File: config.mk
export PLATFORM = sky130hd
export DESIGN_NAME = branch_unit
export DESIGN_NICKNAME = d
export VERILOG_FILES = /design/src/rtl/branch_pkg.sv /design/src/rtl/cond_eval.sv /design/src/rtl/branch_unit.sv
export SDC_FILE = /design/constraint.sdc
export NUM_CORES = 1
export LEC_CHECK = 0
export BUFFER_PORTS_ARGS = -buffer_cell sky130_fd_sc_hd__clkbuf_2
export CORE_ASPECT_RATIO = 1.25
export CORE_MARGIN = 10
export CORE_UTILIZATION = 58
export CTS_CLUSTER_SIZE = 8
export DETAILED_ROUTE_END_ITERATION = 16
export PLACE_DENSITY_LB_ADDON = 0.3
export SYNTH_ARGS = -nofsm -noshare
export SYNTH_HDL_FRONTEND = slang
export SYNTH_HIERARCHICAL = 1
export SYNTH_SLANG_ARGS = --single-unit
File: constraint.sdc
create_clock -name clock_i -period 6.65 [get_ports clock_i]
set_input_delay 1.33 -clock clock_i [delete_from_list [all_inputs] [get_ports clock_i]]
set_output_delay 1.33 -clock clock_i [all_outputs]
set_load 0.05 [all_outputs]
File: src/rtl/branch_pkg.sv
// Shared encodings for the branch unit: instruction kinds, ARM condition codes,
// resolve FSM states and NZCV bit positions.
package branch_pkg;

  typedef logic [2:0] br_kind_t;

  localparam br_kind_t KIND_NONE  = 3'b000;
  localparam br_kind_t KIND_B     = 3'b001;
  localparam br_kind_t KIND_CBZ   = 3'b010;
  localparam br_kind_t KIND_CBNZ  = 3'b011;
  localparam br_kind_t KIND_BCOND = 3'b100;
  localparam br_kind_t KIND_BR    = 3'b101;
  localparam br_kind_t KIND_BL    = 3'b110;

  localparam logic [3:0] COND_EQ = 4'b0000;
  localparam logic [3:0] COND_NE = 4'b0001;
  localparam logic [3:0] COND_HS = 4'b0010;
  localparam logic [3:0] COND_LO = 4'b0011;
  localparam logic [3:0] COND_MI = 4'b0100;
  localparam logic [3:0] COND_PL = 4'b0101;
  localparam logic [3:0] COND_VS = 4'b0110;
  localparam logic [3:0] COND_VC = 4'b0111;
  localparam logic [3:0] COND_HI = 4'b1000;
  localparam logic [3:0] COND_LS = 4'b1001;
  localparam logic [3:0] COND_GE = 4'b1010;
  localparam logic [3:0] COND_LT = 4'b1011;
  localparam logic [3:0] COND_GT = 4'b1100;
  localparam logic [3:0] COND_LE = 4'b1101;

  localparam logic [1:0] ST_IDLE     = 2'd0;
  localparam logic [1:0] ST_REDIRECT = 2'd1;
  localparam logic [1:0] ST_SQUASH   = 2'd2;

  localparam int FLAG_N = 3;
  localparam int FLAG_Z = 2;
  localparam int FLAG_C = 1;
  localparam int FLAG_V = 0;

  function automatic logic [63:0] sext_imm(input logic [25:0] imm);
    return {{38{imm[25]}}, imm};
  endfunction

  // 111 is a reserved encoding and behaves exactly like "none".
  function automatic logic kind_is_branch(input br_kind_t kind);
    return (kind != KIND_NONE) && (kind != 3'b111);
  endfunction

endpackage

File: src/rtl/cond_eval.sv
// Combinational ARM condition-code check: {NZCV, cond} -> taken, zero latency.
// No flow control; AL and NV (1110/1111) both evaluate as always-taken.
module cond_eval
  import branch_pkg::*;
(
  input  logic [3:0] nzcv_i,
  input  logic [3:0] cond_i,
  output logic       taken_o
);

  logic n, z, c, v;

  assign n = nzcv_i[FLAG_N];
  assign z = nzcv_i[FLAG_Z];
  assign c = nzcv_i[FLAG_C];
  assign v = nzcv_i[FLAG_V];

  always_comb begin
    taken_o = 1'b1;
    case (cond_i)
      COND_EQ: taken_o = z;
      COND_NE: taken_o = !z;
      COND_HS: taken_o = c;
      COND_LO: taken_o = !c;
      COND_MI: taken_o = n;
      COND_PL: taken_o = !n;
      COND_VS: taken_o = v;
      COND_VC: taken_o = !v;
      COND_HI: taken_o = c && !z;
      COND_LS: taken_o = !(c && !z);
      COND_GE: taken_o = (n == v);
      COND_LT: taken_o = (n != v);
      COND_GT: taken_o = !z && (n == v);
      COND_LE: taken_o = !(!z && (n == v));
      default: taken_o = 1'b1;
    endcase
  end

endmodule

File: src/rtl/branch_unit.sv
// EX-stage branch resolver: resolve in N, en_jump/jump/link_we in N+1, flushes N+1..N+SQUASH_CYCLES.
// No backpressure; wrong-path branches during squash are dropped. Stats counters under BRANCH_UNIT_STATS_EN.
module branch_unit
  import branch_pkg::*;
#(
  parameter int SQUASH_CYCLES = 2
) (
  input  logic        clock_i,
  input  logic        reset_i,
  input  logic        br_valid_i,
  input  logic [2:0]  br_kind_i,
  input  logic [63:0] br_pc_i,
  input  logic [25:0] br_imm_i,
  input  logic [63:0] br_reg_i,
  input  logic [3:0]  br_cond_i,
  input  logic        flags_we_i,
  input  logic [3:0]  flags_in_i,
  output logic [63:0] jump_o,
  output logic        en_jump_o,
  output logic        flush_if_o,
  output logic        flush_id_o,
  output logic        link_we_o,
  output logic [63:0] link_data_o,
  output logic [3:0]  flags_o
`ifdef BRANCH_UNIT_STATS_EN
  ,
  output logic [31:0] stat_taken_o,
  output logic [31:0] stat_not_taken_o
`endif
);

  localparam logic [2:0] SQUASH_LOAD = 3'(SQUASH_CYCLES - 1);

  logic [1:0]  state_q, state_d;
  logic [2:0]  cnt_q, cnt_d;
  logic [63:0] jump_q, jump_d;
  logic        link_pend_q, link_pend_d;
  logic [63:0] link_data_q, link_data_d;
  logic [3:0]  flags_q;

  logic [3:0]  eff_flags;
  logic        cond_taken;
  logic        taken;
  logic        accept;
  logic [63:0] target;

  // A flag-setting instruction finishing this cycle must be visible to a B.cond resolving now.
  assign eff_flags = flags_we_i ? flags_in_i : flags_q;

  cond_eval u_cond_eval (
    .nzcv_i (eff_flags),
    .cond_i (br_cond_i),
    .taken_o(cond_taken)
  );

  always_comb begin
    taken = 1'b0;
    case (br_kind_i)
      KIND_B, KIND_BL, KIND_BR: taken = 1'b1;
      KIND_CBZ:                 taken = (br_reg_i == 64'd0);
      KIND_CBNZ:                taken = (br_reg_i != 64'd0);
      KIND_BCOND:               taken = cond_taken;
      default:                  taken = 1'b0;
    endcase
  end

  assign target = (br_kind_i == KIND_BR) ? br_reg_i : br_pc_i + sext_imm(br_imm_i);
  assign accept = (state_q == ST_IDLE) && br_valid_i && kind_is_branch(br_kind_i);

  always_comb begin
    state_d     = state_q;
    cnt_d       = cnt_q;
    jump_d      = jump_q;
    link_pend_d = link_pend_q;
    link_data_d = link_data_q;
    case (state_q)
      ST_IDLE: begin
        if (accept && taken) begin
          state_d     = ST_REDIRECT;
          jump_d      = target;
          link_pend_d = (br_kind_i == KIND_BL);
          link_data_d = br_pc_i + 64'd1;
        end
      end
      ST_REDIRECT: begin
        cnt_d       = SQUASH_LOAD;
        link_pend_d = 1'b0;
        state_d     = (SQUASH_LOAD == 3'd0) ? ST_IDLE : ST_SQUASH;
      end
      ST_SQUASH: begin
        cnt_d = cnt_q - 3'd1;
        if (cnt_d == 3'd0) state_d = ST_IDLE;
      end
      default: state_d = ST_IDLE;
    endcase
  end

  always_ff @(posedge clock_i) begin
    if (reset_i) begin
      state_q     <= ST_IDLE;
      cnt_q       <= 3'd0;
      jump_q      <= 64'd0;
      link_pend_q <= 1'b0;
      link_data_q <= 64'd0;
      flags_q     <= 4'd0;
    end else begin
      state_q     <= state_d;
      cnt_q       <= cnt_d;
      jump_q      <= jump_d;
      link_pend_q <= link_pend_d;
      link_data_q <= link_data_d;
      if (flags_we_i) flags_q <= flags_in_i;
    end
  end

  // Strobes are masked by reset so a reset landing in REDIRECT never reaches the pc.
  assign en_jump_o   = (state_q == ST_REDIRECT) && !reset_i;
  assign link_we_o   = en_jump_o && link_pend_q;
  assign flush_if_o  = (state_q != ST_IDLE) && !reset_i;
  assign flush_id_o  = flush_if_o;
  assign jump_o      = jump_q;
  assign link_data_o = link_data_q;
  assign flags_o     = flags_q;

`ifdef BRANCH_UNIT_STATS_EN
  logic [31:0] stat_taken_q, stat_not_taken_q;

  always_ff @(posedge clock_i) begin
    if (reset_i) begin
      stat_taken_q     <= 32'd0;
      stat_not_taken_q <= 32'd0;
    end else if (accept) begin
      if (taken) stat_taken_q     <= stat_taken_q + 32'd1;
      else       stat_not_taken_q <= stat_not_taken_q + 32'd1;
    end
  end

  assign stat_taken_o     = stat_taken_q;
  assign stat_not_taken_o = stat_not_taken_q;
`endif

endmodule

== Yosys cells after proc, flatten, opt, wreduce, memory -nomap -nowiden ==
Index checks and enable logic that the tools add are counted.

* Add/subtract/negate cells: 3
* Multipliers: 0
* Divide/modulo/power cells: 0
* Order comparisons: 0
* Equal/unequal tests: 26
* Shift operators: 0
* Multiplexer cells: 10
* Bitwise gates (word level): 0
* Reduce and logical (&&, ||, !) cells: 29

{| class="wikitable"
|+ Operator list
! kind !! number
|-
| adder 64 x 1 -> 64 bit, second input constant || 1
|-
| adder 64 bit || 1
|-
| zero test 64 bit || 1
|-
| 2-to-1 mux 64 bit || 1
|-
| nonzero test 64 bit || 1
|-
| == test 4 bit, second input constant || 6
|-
| == test 4 x 3 -> 1 bit, second input constant || 4
|-
| case mux 1 bit (14 select lines) || 1
|-
| == test 3 bit, second input constant || 3
|-
| logical AND 1 bit || 9
|-
| == test 4 x 2 -> 1 bit, second input constant || 2
|-
| zero test 1 bit || 7
|-
| == test 3 x 2 -> 1 bit, second input constant || 2
|-
| case mux 2 bit (3 select lines) || 1
|-
| case mux 3 bit (2 select lines) || 1
|-
| AND reduction 2 bit || 3
|-
| nonzero test 2 bit || 3
|-
| == test 4 x 1 -> 1 bit, second input constant || 1
|-
| zero test 4 bit || 1
|-
| 2-to-1 mux 2 bit || 2
|-
| 2-to-1 mux 4 bit || 1
|-
| case mux 1 bit (4 select lines) || 1
|-
| == test 3 x 1 -> 1 bit, second input constant || 1
|-
| zero test 3 bit || 1
|-
| 13 further kinds || 13
|}

* Flip-flop bits (word level): 138
* Latch bits: 0
* Memory bits (writable): 0
* Bits in read-only memories: 0
* Input bits: 169
* Output and inout bits: 136
* Logic and storage cells: 74
* Memories kept: 0

== Logic depth before layout (Yosys ltp) ==
Gate-level depths: netlist (run 1).

* Depth in word-level cells: 9
* Mapped depth: 15
* Gate-level depth less buffers: 13

== By module ==
The synthesis (run 1) kept the hierarchy.

{| class="wikitable"
|+ Modules (own cells, without submodules)
! module !! instances !! cells each !! area each (sq um) !! sequential area each (sq um)
|-
| branch_unit || 1 || 1461 || 10931.7 || 2762.6
|-
| cond_eval || 1 || 24 || 177.7 || 0.0
|}

== Worst setup path after synthesis (run 1) ==
Ideal clock, no wire load.

* Path kind: input-to-output
* Start: input reset_i
* End: output flush_if_o
* Arrival: 2.748 ns
* Data required time: 5.320 ns
* Slack: 2.572 ns
* Cell stages on the path: 4
* Buffers on the path: 3
* Path through: clkbuf_1 -> buf_1 -> nor2_1 -> buf_4

* Cells in the longest elaborated chain, start to end: 2

{| class="wikitable"
|+ RTL lines
! item !! RTL line !! RTL
|-
| from (decl) || branch_unit.sv:9 || <nowiki>input logic reset_i,</nowiki>
|-
| zero test 1 bit || branch_unit.sv:119 || <nowiki>assign flush_if_o = (state_q != ST_IDLE) && !reset_i;</nowiki>
|-
| logical AND 1 bit || branch_unit.sv:119 ||
|-
| to (decl) || branch_unit.sv:20 || <nowiki>output logic flush_if_o,</nowiki>
|}

No other way between the ends.

== Worst setup path after layout (run 1) ==
* Start: input br_reg_i[59]
* End: register jump_q[57], in the netlist jump_o[57]

* Cells in the longest elaborated chain, start to end: 4
* Elaborated cells between the ends (all ways): 5
* Those cells by class: mux: 1; reduce/logical: 4

{| class="wikitable"
|+ RTL lines
! item !! RTL line !! RTL
|-
| from (decl) || branch_unit.sv:14 || <nowiki>input logic [63:0] br_reg_i,</nowiki>
|-
| nonzero test 64 bit or zero test 64 bit (tied branches) || branch_unit.sv:61, branch_unit.sv:60 ||
|-
| case mux 1 bit (4 select lines) (*) || branch_unit.sv:58 || <nowiki>case (br_kind_i)</nowiki>
|-
| logical AND 1 bit (*) || branch_unit.sv:78 || <nowiki>if (accept && taken) begin</nowiki>
|-
| AND reduction 2 bit (no source line) (*) || n/a ||
|-
| to (signal assigned) || branch_unit.sv:109 || <nowiki>jump_q <= jump_d;</nowiki>
|-
| to (decl) || branch_unit.sv:36 || <nowiki>logic [63:0] jump_q, jump_d;</nowiki>
|}

Mark *: on every way between the ends. The rest lies on a longest branch, timed or not.
A chain may end at the register's enable or synchronous reset.

==> results.toml, run 1 <==
[placement]
gp_congestion = 0.997
place_ws_ps = 1670
hpwl_mm = 32.9
postPlaceCellArea_sq_um = 12600
portBuffers = 304

[setup_path]
reg2regPathDepth = 13
path_max_fanout = 27
crit_arrival_ps = 5150
cp-start-kind = "input pin"
critPathKind = "input pin to register"
cp.required_ps = 7030
end_kind = "register"

[clocking]
clock_latency_ps = 440
cts_resized = 0
h-tree-depth = 4
hold_buffers = 0
path_clk_slew_ps = 70
postCtsSetupRepairBufs = 0
cts_tree = "yes"
ctsLongestPathBuffers = 2
cts_root_buffer = "clkbuf_16"
cts_sinks = 138
cts_inserted_buffers = 17

[yosys]
synthArstFlopShare_pct = 0
postSynthCellCount = 1485
synth_seq_cells = 138
synth_flop_cell = "dfxtp_1"
yosysUniqueCellTypes = 88
yosys.area.top_type = "dfxtp_1"
synth_warnings = 6
synth_top_area_share_pct = 24.9
syn_area_sq_um = 11100
synth_nets = 1724
synth_edf_count = 0
seq_area_frac_synth_pct = 24.9
synth_area_per_cell_sq_um = 7.48
synthTopCellsByArea = "dfxtp_1, ha_1, nor2_1, a211oi_1, nand2_1"

[global_route]
grt_max_degree = 156
grt_usage_pct = 31.8
grt-ovfl-total = 0
grt_pass1_vias = 12038
antenna_found_initial = 4
grt_pass1_wl_mm = 64.2

[cells_and_area]
postLayoutCellArea_sq_um = 13200
fin_nets = 1960
drive_above_1_share_pct = 21.8
final_core_util_pct = 70.1
syn_to_final_growth_pct = 18.5

[timing]
layout_setup_ws_ps = 1880
hold_viol = 0
slew_violations = 0
tns_ps = 0
rsz0062_at_grt = "false"
period_share_pct = 71.7
relSlewSlack_pct = 36.9
period_needed_ps = 4770
finalSetupViolations = 0
fmax_mhz = 210
fin_skew_ps = 12.1
tightestPinTransition_ps = 947

[hold_path]
hold_depth = 2
hold_class = "register to register"

[detailed_routing]
ant_nets = 0
vias = 12399
dr.pass1.iters = 5
drc = 0
drt_wl_total_mm = 41.4
viasPerCell = 6.30
drtIter0Drc = 1203
wl_per_cell_microns = 21.1

[power_and_ir_drop]
switching_share_pct = 43.0
clock_power_share_pct = 29.8
peakVddDrop_uv = 224
power_leakage_nw = 5.74
p_per_area_nw_per_um2 = 247
power.switching_mw = 1.40
p_int_mw = 1.86
seq_power_share_pct = 30.1
combPwrFrac_pct = 40.1

[die]
die_w_microns = 144
dieArea_sq_um = 25100
boundaryPins = 305
rows = 56
die_y_microns = 175
start_util_pct = 59.2
core_sq_um = 18800

[run_status]
status = "completed"

[run]
cap_violations = 0
## state kept, by name (all words and copies together) (netlist names)
register     flops
flags_o          4
link_pend_q      1
cnt_q            3
jump_o          64
state_q          2
link_data_o     64
## cell type report
cell class / instances / area (sq um)
multi-input cells: 1221 / 7820
fillers: 1658 / 5610
flip-flops and latches: 138 / 2760
repair buffers: 311 / 1590
clock buffers: 18 / 429
well taps: 232 / 290
clock inverters: 12 / 141
inverters: 32 / 120
diodes: 4 / 10.0
## layout by cell type, fill, tap and decap left out, types with 33 or more instances in the layout
master	Yosys	routed
a211oi_1	84	84
a21o_1	33	33
a21oi_1	112	112
clkbuf_2	2	303
dfxtp_1	138	138
ha_1	69	69
nand2_1	155	155
nand3_1	42	42
nand4_1	43	43
nor2_1	190	189
nor3_1	33	33
o21ai_0	71	71
xnor2_1	38	38
xor2_1	62	62
## through the flow
stage / cells / power, mW / hold WS (ps)
floorplan: 1485 / 1.92 / 487
global route: 1968 / 3.39 / 492
global placement: 1934 / 2.27 / 440
CTS: 1964 / 3.25 / 466
detailed placement: 1934 / 2.29 / 457
finish: 1968 / 3.26 / 467
## power by group through the flow
stage,clock [mW],sequential (mW),combinational (mW)
floorplan,0,1.32,0.602
global placement,0,0.994,1.27
detailed placement,0,0.997,1.29
CTS,0.975,0.980,1.29
global route,1.00,0.991,1.40
finish,0.969,0.981,1.31
## synthesized netlist by cell type, types with 31 or more instances
library cell,number
a211oi_1,84
a21o_1,33
a21oi_1,112
and3_1,31
buf_2,33
clkbuf_1,48
dfxtp_1,138
ha_1,69
inv_1,31
nand2_1,155
nand3_1,42
nand4_1,43
nor2_1,190
nor3_1,33
o21ai_0,71
xnor2_1,38
xor2_1,62
## path summary, 6_finish.rpt
| check | slack, ps | startpoint | to |
|---|---|---|---|
| setup / recovery | 1880 | br_reg_i[59] | jump_o[57] |
| hold / removal | 470 | link_data_o[1] | link_data_o[1] |
| setup reg to reg | 2940 | flags_o[3] | jump_o[57] |
| hold reg to reg | 470 | link_data_o[1] | link_data_o[1] |
## routing by layer
| metal | vias up | share of wire [%] | global-route usage [%] |
|---|---|---|---|
| met5 | - | 0 | 0 |
| met4 | 0 | 5.7 | 17.9 |
| met2 | 597 | 49 | 54.7 |
| li1 | 5944 | - | - |
| met1 | 5734 | 37 | 35.2 |
| met3 | 124 | 8.1 | 6.78 |
## worst max-delay path: stages
cell and delay (ps):
clkbuf_2 90, nor4_1 700, nand4_1 260, nor4_1 550, or4b_1 250, nand3_2 480
nor2_2 850, nand2_1 240, nor3_1 230, a211o_1 140
## cells by family (layout without fill, tap and decap cells)
kind of cell             after synthesis  in the layout  synth area share (%)
buffers and inverters                126            373                  4.82
other                                  0              4                     0
multiplexers                           9              9                 0.856
adder cells (fa/ha/maj)               70             70                  7.95
flip-flops                           138            138                  24.9
XOR/XNOR                             100            100                  7.88
AND/OR/NAND/NOR                      599            599                  26.6
AO/OA/AOI/OAI                        443            443                  27.0
Note: power is estimated with default switching activity, not from simulation.
==> run 2: changes to the inputs <==
--- a/config.mk
+++ b/config.mk
@@ -8,7 +8,7 @@
 export BUFFER_PORTS_ARGS = -buffer_cell sky130_fd_sc_hd__clkbuf_2
 export CORE_ASPECT_RATIO = 1.25
 export CORE_MARGIN = 10
-export CORE_UTILIZATION = 58
+export CORE_UTILIZATION = 49
 export CTS_CLUSTER_SIZE = 8
 export DETAILED_ROUTE_END_ITERATION = 16
 export PLACE_DENSITY_LB_ADDON = 0.3
==> constraint.sdc (replaced) <==
create_clock -name clock_i -period 4.12 [get_ports clock_i]
set_input_delay 0.824 -clock clock_i [delete_from_list [all_inputs] [get_ports clock_i]]
set_output_delay 0.824 -clock clock_i [all_outputs]
set_load 0.05 [all_outputs]
==> run 2 against run 1 <==
- routed wire length up 4.7%
- highest routed layer unchanged
- via count is 0.84% higher
- sequential share of layout area shrank 0.58 points
- combinational power increased by 66%
- setup slack lost 1200 ps
- sequential cell count unchanged
- register-to-register slack worse by 1900 ps
- global-route usage fell by 3.5 points
- sequential power grew 62%
- largest power group unchanged
- final area up 2.8%
- largest cell class unchanged
==> results.toml, run 2 (synthesized netlist as in run 1, its figures left out) <==
[clocking]
cts_tree = "yes"
path_clk_slew_ps = 70
postCtsSetupRepairBufs = 0
h-tree-depth = 4
ctsLongestPathBuffers = 2
clock_latency_ps = 450
cts_resized = 0
hold_buffers = 0
cts_inserted_buffers = 17
cts_root_buffer = "clkbuf_16"
cts_sinks = 138

[hold_path]
hold_class = "register to register"

[timing]
relSlewSlack_pct = 37.4
period_needed_ps = 3480
hold_viol = 0
period_share_pct = 84.4
fin_skew_ps = 16.1
rsz0062_at_grt = "false"
slew_violations = 0
fmax_mhz = 287
finalSetupViolations = 0
tns_ps = 0
tightestPinTransition_ps = 938

[placement]
hpwl_mm = 35.0
portBuffers = 304
dp.cells = 2021
gp_congestion = 1.02
postPlaceCellArea_sq_um = 13000

[die]
core_sq_um = 22300
die_y_microns = 188
rows = 61
start_util_pct = 49.8
dieArea_sq_um = 29100
die_w_microns = 155
boundaryPins = 305

[run]
cap_violations = 0

[global_route]
grt-ovfl-total = 0
grt_pass1_wl_mm = 66.8
grt_usage_pct = 28.3
antenna_found_initial = 3
grt_max_degree = 80
grt_pass1_vias = 12376

[detailed_routing]
viasPerCell = 6.08
dr.pass1.iters = 5
wl_per_cell_microns = 21.1
drtIter0Drc = 847
vias = 12503
drc = 0
drt_wl_total_mm = 43.4
ant_nets = 0

[setup_path]
cp-start-kind = "input pin"
critPathKind = "input pin to register"
end_kind = "register"
rrSetupSlack_ps = 1070
crit_arrival_ps = 3820
path_max_fanout = 21
cp.required_ps = 4460

[cells_and_area]
final_common_cell = "clkbuf_2"
postLayoutCellArea_sq_um = 13500
seq_area_sq_um = 2760
fill_cells = 2126
syn_to_final_growth_pct = 21.9
fin_nets = 1996
final_core_util_pct = 60.8
final_cell_mix = "clkbuf_2, nor2_1, nand2_1, dfxtp_1, a21oi_1"
multiInputGateArea_sq_um = 7820
final_cell_count_no_fill = 2055
drive_above_1_share_pct = 23.4

[run_status]
status = "completed"

[power_and_ir_drop]
p_per_area_nw_per_um2 = 393
peakVddDrop_uv = 339
power_leakage_nw = 5.93
## run 2: changes by cell type in the layout (fill, tap and decap cells not counted)
cell	change
buf_12	+3
buf_4	+33
clkinv_4	+2
clkinvlp_4	+1
diode_2	-1
inv_6	-1
inv_8	-1
## run 2: stage by stage
step / hold WS [ps] / worst slack [ps] / power [mW]
3_5_place_dp: 450 / 226 / 3.77
2_1_floorplan: 487 / 921 / 3.09
5_1_grt: 484 / 425 / 5.56
4_1_cts: 459 / 677 / 5.32
3_3_place_gp: 441 / 284 / 3.75
6_report: 460 / 641 / 5.32
## run 2: cell type report
class | count | area share [%]
multi-input combinational | 1221 | 57.8
timing repair buffer | 347 | 14.0
antenna | 3 | 0.0554
sequential | 138 | 20.4
clock buffer | 18 | 3.17
tap | 283 | 2.62
inverter | 32 | 0.887
clock inverter | 13 | 1.08
## run 2: routing by layer
metal	global-route usage [%]	wire length [microns]	vias up	part of all wire, %
li1	-	-	6025	-
met1	31.5	16900	5838	39
met2	48.1	21000	522	48
met3	6.97	3120	118	7.2
met4	15.8	2310	0	5.3
met5	0	0	-	0
## run 2: worst max-delay path: stages
cell and delay (ps):
clkbuf_2 300, ha_1 550, nand4_1 190, or4_1 550
a211oi_1 280, o21ai_1 200, nand2_1 250, a21oi_1 120
xnor2_1 180, a2111oi_2 360
## run 2: where the power goes
part	switching [mW]	total [mW]	internal, mW
logic	1.52	2.17	0.655
clock network	0.667	1.56	0.892
registers	0.0963	1.59	1.49
total	2.28	5.32	3.04
## run 2: path summary, 6_finish.rpt
path	depth (start not counted)	startpoint	to
worst max-delay path	10	br_imm_i[25]	jump_o[42]
worst max register to register	14	flags_o[3]	jump_o[56]
worst min-delay path	2	link_data_o[1]	link_data_o[1]
worst min register to register	2	link_data_o[1]	link_data_o[1]
==> run 3: changes to the inputs <==
--- a/config.mk
+++ b/config.mk
@@ -5,10 +5,11 @@
 export SDC_FILE = /design/constraint.sdc
 export NUM_CORES = 1
 export LEC_CHECK = 0
+export ABC_AREA = 1
 export BUFFER_PORTS_ARGS = -buffer_cell sky130_fd_sc_hd__clkbuf_2
 export CORE_ASPECT_RATIO = 1.25
 export CORE_MARGIN = 10
-export CORE_UTILIZATION = 49
+export CORE_UTILIZATION = 51
 export CTS_CLUSTER_SIZE = 8
 export DETAILED_ROUTE_END_ITERATION = 16
 export PLACE_DENSITY_LB_ADDON = 0.3
==> constraint.sdc (replaced) <==
create_clock -name clock_i -period 2.95 [get_ports clock_i]
set_input_delay 0.59 -clock clock_i [delete_from_list [all_inputs] [get_ports clock_i]]
set_output_delay 0.59 -clock clock_i [all_outputs]
set_load 0.05 [all_outputs]
==> run 3 against run 2 <==
- routed wire length up 40%
- power up 58%
- clock skew down 6.8 ps
- sequential power up 44%
- clock power up 51%
- die area up 16%
- synthesized area up 23%
- critical path type unchanged
- global-route usage up 6.1 points
- core utilization up 2.3 points
- highest routed layer unchanged
- clock-buffer cell count unchanged
- final cell count up 56%
==> results.toml, run 3 <==
[yosys]
netlist_top_cells_count = "nand2_1, inv_1, nor2_1"
synth_nets = 2762
yosysUniqueCellTypes = 39
seq_area_frac_synth_pct = 20.3
postSynthCellCount = 2523
synthArstFlopShare_pct = 0
synth_edf_count = 0
synth_seq_cells = 138
synthTopCellsByArea = "nand2_1, dfxtp_1, inv_1, nor2_1, ha_1"
synth_area_per_cell_sq_um = 5.40
synth_flop_cell = "dfxtp_1"
synth.most_common_cell = "nand2_1"
synth_warnings = 6
yosys.area.top_type = "nand2_1"
syn_area_sq_um = 13600
synth_top_area_share_pct = 24.0

[clocking]
ctsLongestPathBuffers = 2
cts_root_buffer = "clkbuf_16"
clock_latency_ps = 440
hold_buffers = 0
h-tree-depth = 4
postCtsSetupRepairBufs = 0
cts_inserted_buffers = 17
cts_sinks = 138
cts_resized = 0
cts_tree = "yes"
path_clk_slew_ps = 60

[die]
boundaryPins = 305
start_util_pct = 52.1
die_y_microns = 203
rows = 66
core_sq_um = 26200
die_w_microns = 166
dieArea_sq_um = 33700

[cells_and_area]
final_cell_mix = "nand2_1, inv_1, nor2_1, clkbuf_2, a21oi_1"
syn_to_final_growth_pct = 21.2
final_common_cell = "nand2_1"
drive_above_1_share_pct = 15.0
fin_nets = 3090
fill_cells = 2606

[hold_path]
hold_class = "input pin to register"

[global_route]
use_met1_pct = 40.0
grt_pass1_wl_mm = 91.7
grt_most_used_layer = "met2"
grt_usage_pct = 34.4
use_met3_pct = 6.71
grt_max_degree = 57
grt-ovfl-total = 0
antenna_found_initial = 2
grt_pass1_vias = 16420
met2_usage_pct = 59.4

[power_and_ir_drop]
power_leakage_nw = 9.40
p_total_mw = 8.42
peakVddDrop_uv = 317
p_per_area_nw_per_um2 = 510

[timing]
rsz0062_at_grt = "false"
hold_viol = 0
tns_ps = 0
relSlewSlack_pct = 53.0
fin_skew_ps = 9.28
slew_violations = 0
fmax_mhz = 389
period_share_pct = 87.1
finalSetupViolations = 0
period_needed_ps = 2570
layout_setup_ws_ps = 382
tightestPinTransition_ps = 698

[setup_path]
crit_arrival_ps = 2890
critPathKind = "input pin to register"
end_kind = "register"
rrSetupSlack_ps = 440
cp.required_ps = 3270
path_max_fanout = 56
cp-start-kind = "input pin"

[detailed_routing]
drc = 0
viasPerCell = 5.41
drt_wl_total_mm = 60.7
wl_per_cell_microns = 18.9
drtIter0Drc = 1733
ant_nets = 0
dr.pass1.iters = 8
vias = 17337

[placement]
place_ws_ps = 14.5
gp_congestion = 1.06
hpwl_mm = 51.2
portBuffers = 304

[run]
cap_violations = 0

[run_status]
status = "completed"
==> run 3: cell families after synthesis <==
group / Yosys count / synth area share (%)
AND/OR/NAND/NOR: 1469 / 43.8
buffers and inverters: 491 / 13.8
AO/OA/AOI/OAI: 267 / 10.0
flip-flops: 138 / 20.3
XOR/XNOR: 86 / 5.53
adder cells (fa/ha/maj): 70 / 6.48
multiplexers: 2 / 0.147
==> run 3: final cells by class <==
class                      count  area, sq um  share of cell area [%]
multi-input combinational   1894         8990                    54.5
clock inverter                14          184                    1.11
timing repair buffer         367         2070                    12.5
tap                          340          425                    2.58
clock buffer                  18          439                    2.66
inverter                     433         1630                    9.85
sequential                   138         2760                    16.7
antenna                        3         7.51                  0.0455
==> run 3: path summary, 6_finish.rpt <==
kind / start / endpoint / depth (start not counted)
max reg2reg: flags_o[0] / link_data_o[5] / 18
min reg2reg: jump_o[60] / jump_o[60] / 2
min: flags_in_i[3] / flags_o[3] / 3
max: flags_we_i / link_data_o[5] / 20
==> run 3: per-layer routing <==
layer	vias up	wire length [microns]	share of wire, %
met5	-	0	0
met1	7875	23000	38
met3	168	5610	9.2
li1	8451	-	-
met4	0	3030	5.0
met2	843	29100	48
==> run 3: power breakdown <==
group	internal [mW]	switching (mW)	total [mW]	leakage, nW
combinational	1.05	2.73	3.78	7.96
sequential	2.13	0.166	2.29	1.13
clock	1.37	0.976	2.35	0.304
==> run 3: critical path, stage by stage <==
cell      delay, ps
clkbuf_2        110
inv_1           110
nand2_1         100
nand2_1         120
inv_1            80
nand2_1          70
nand2_1          70
nand2_1          80
nand2_1          50
nor2_1           90
nand3_1          80
nor2_1           90
nor3_1           50
a21oi_1         130
nand3_1         140
nand2_4         110
clkinv_2        200
buf_12          260
o21ai_0         230
a21oi_1          80
==> run 3: stage by stage <==
step,hold slack [ps],std cells,util (%),cell area (sq um)
after floorplan,444,2523,-,13600
after global placement,452,3172,60.7,15900
after detailed placement,457,3172,60.7,15900
after CTS,403,3204,63.0,16500
after global routing,416,3206,63.1,16500
final,413,3207,63.1,16500
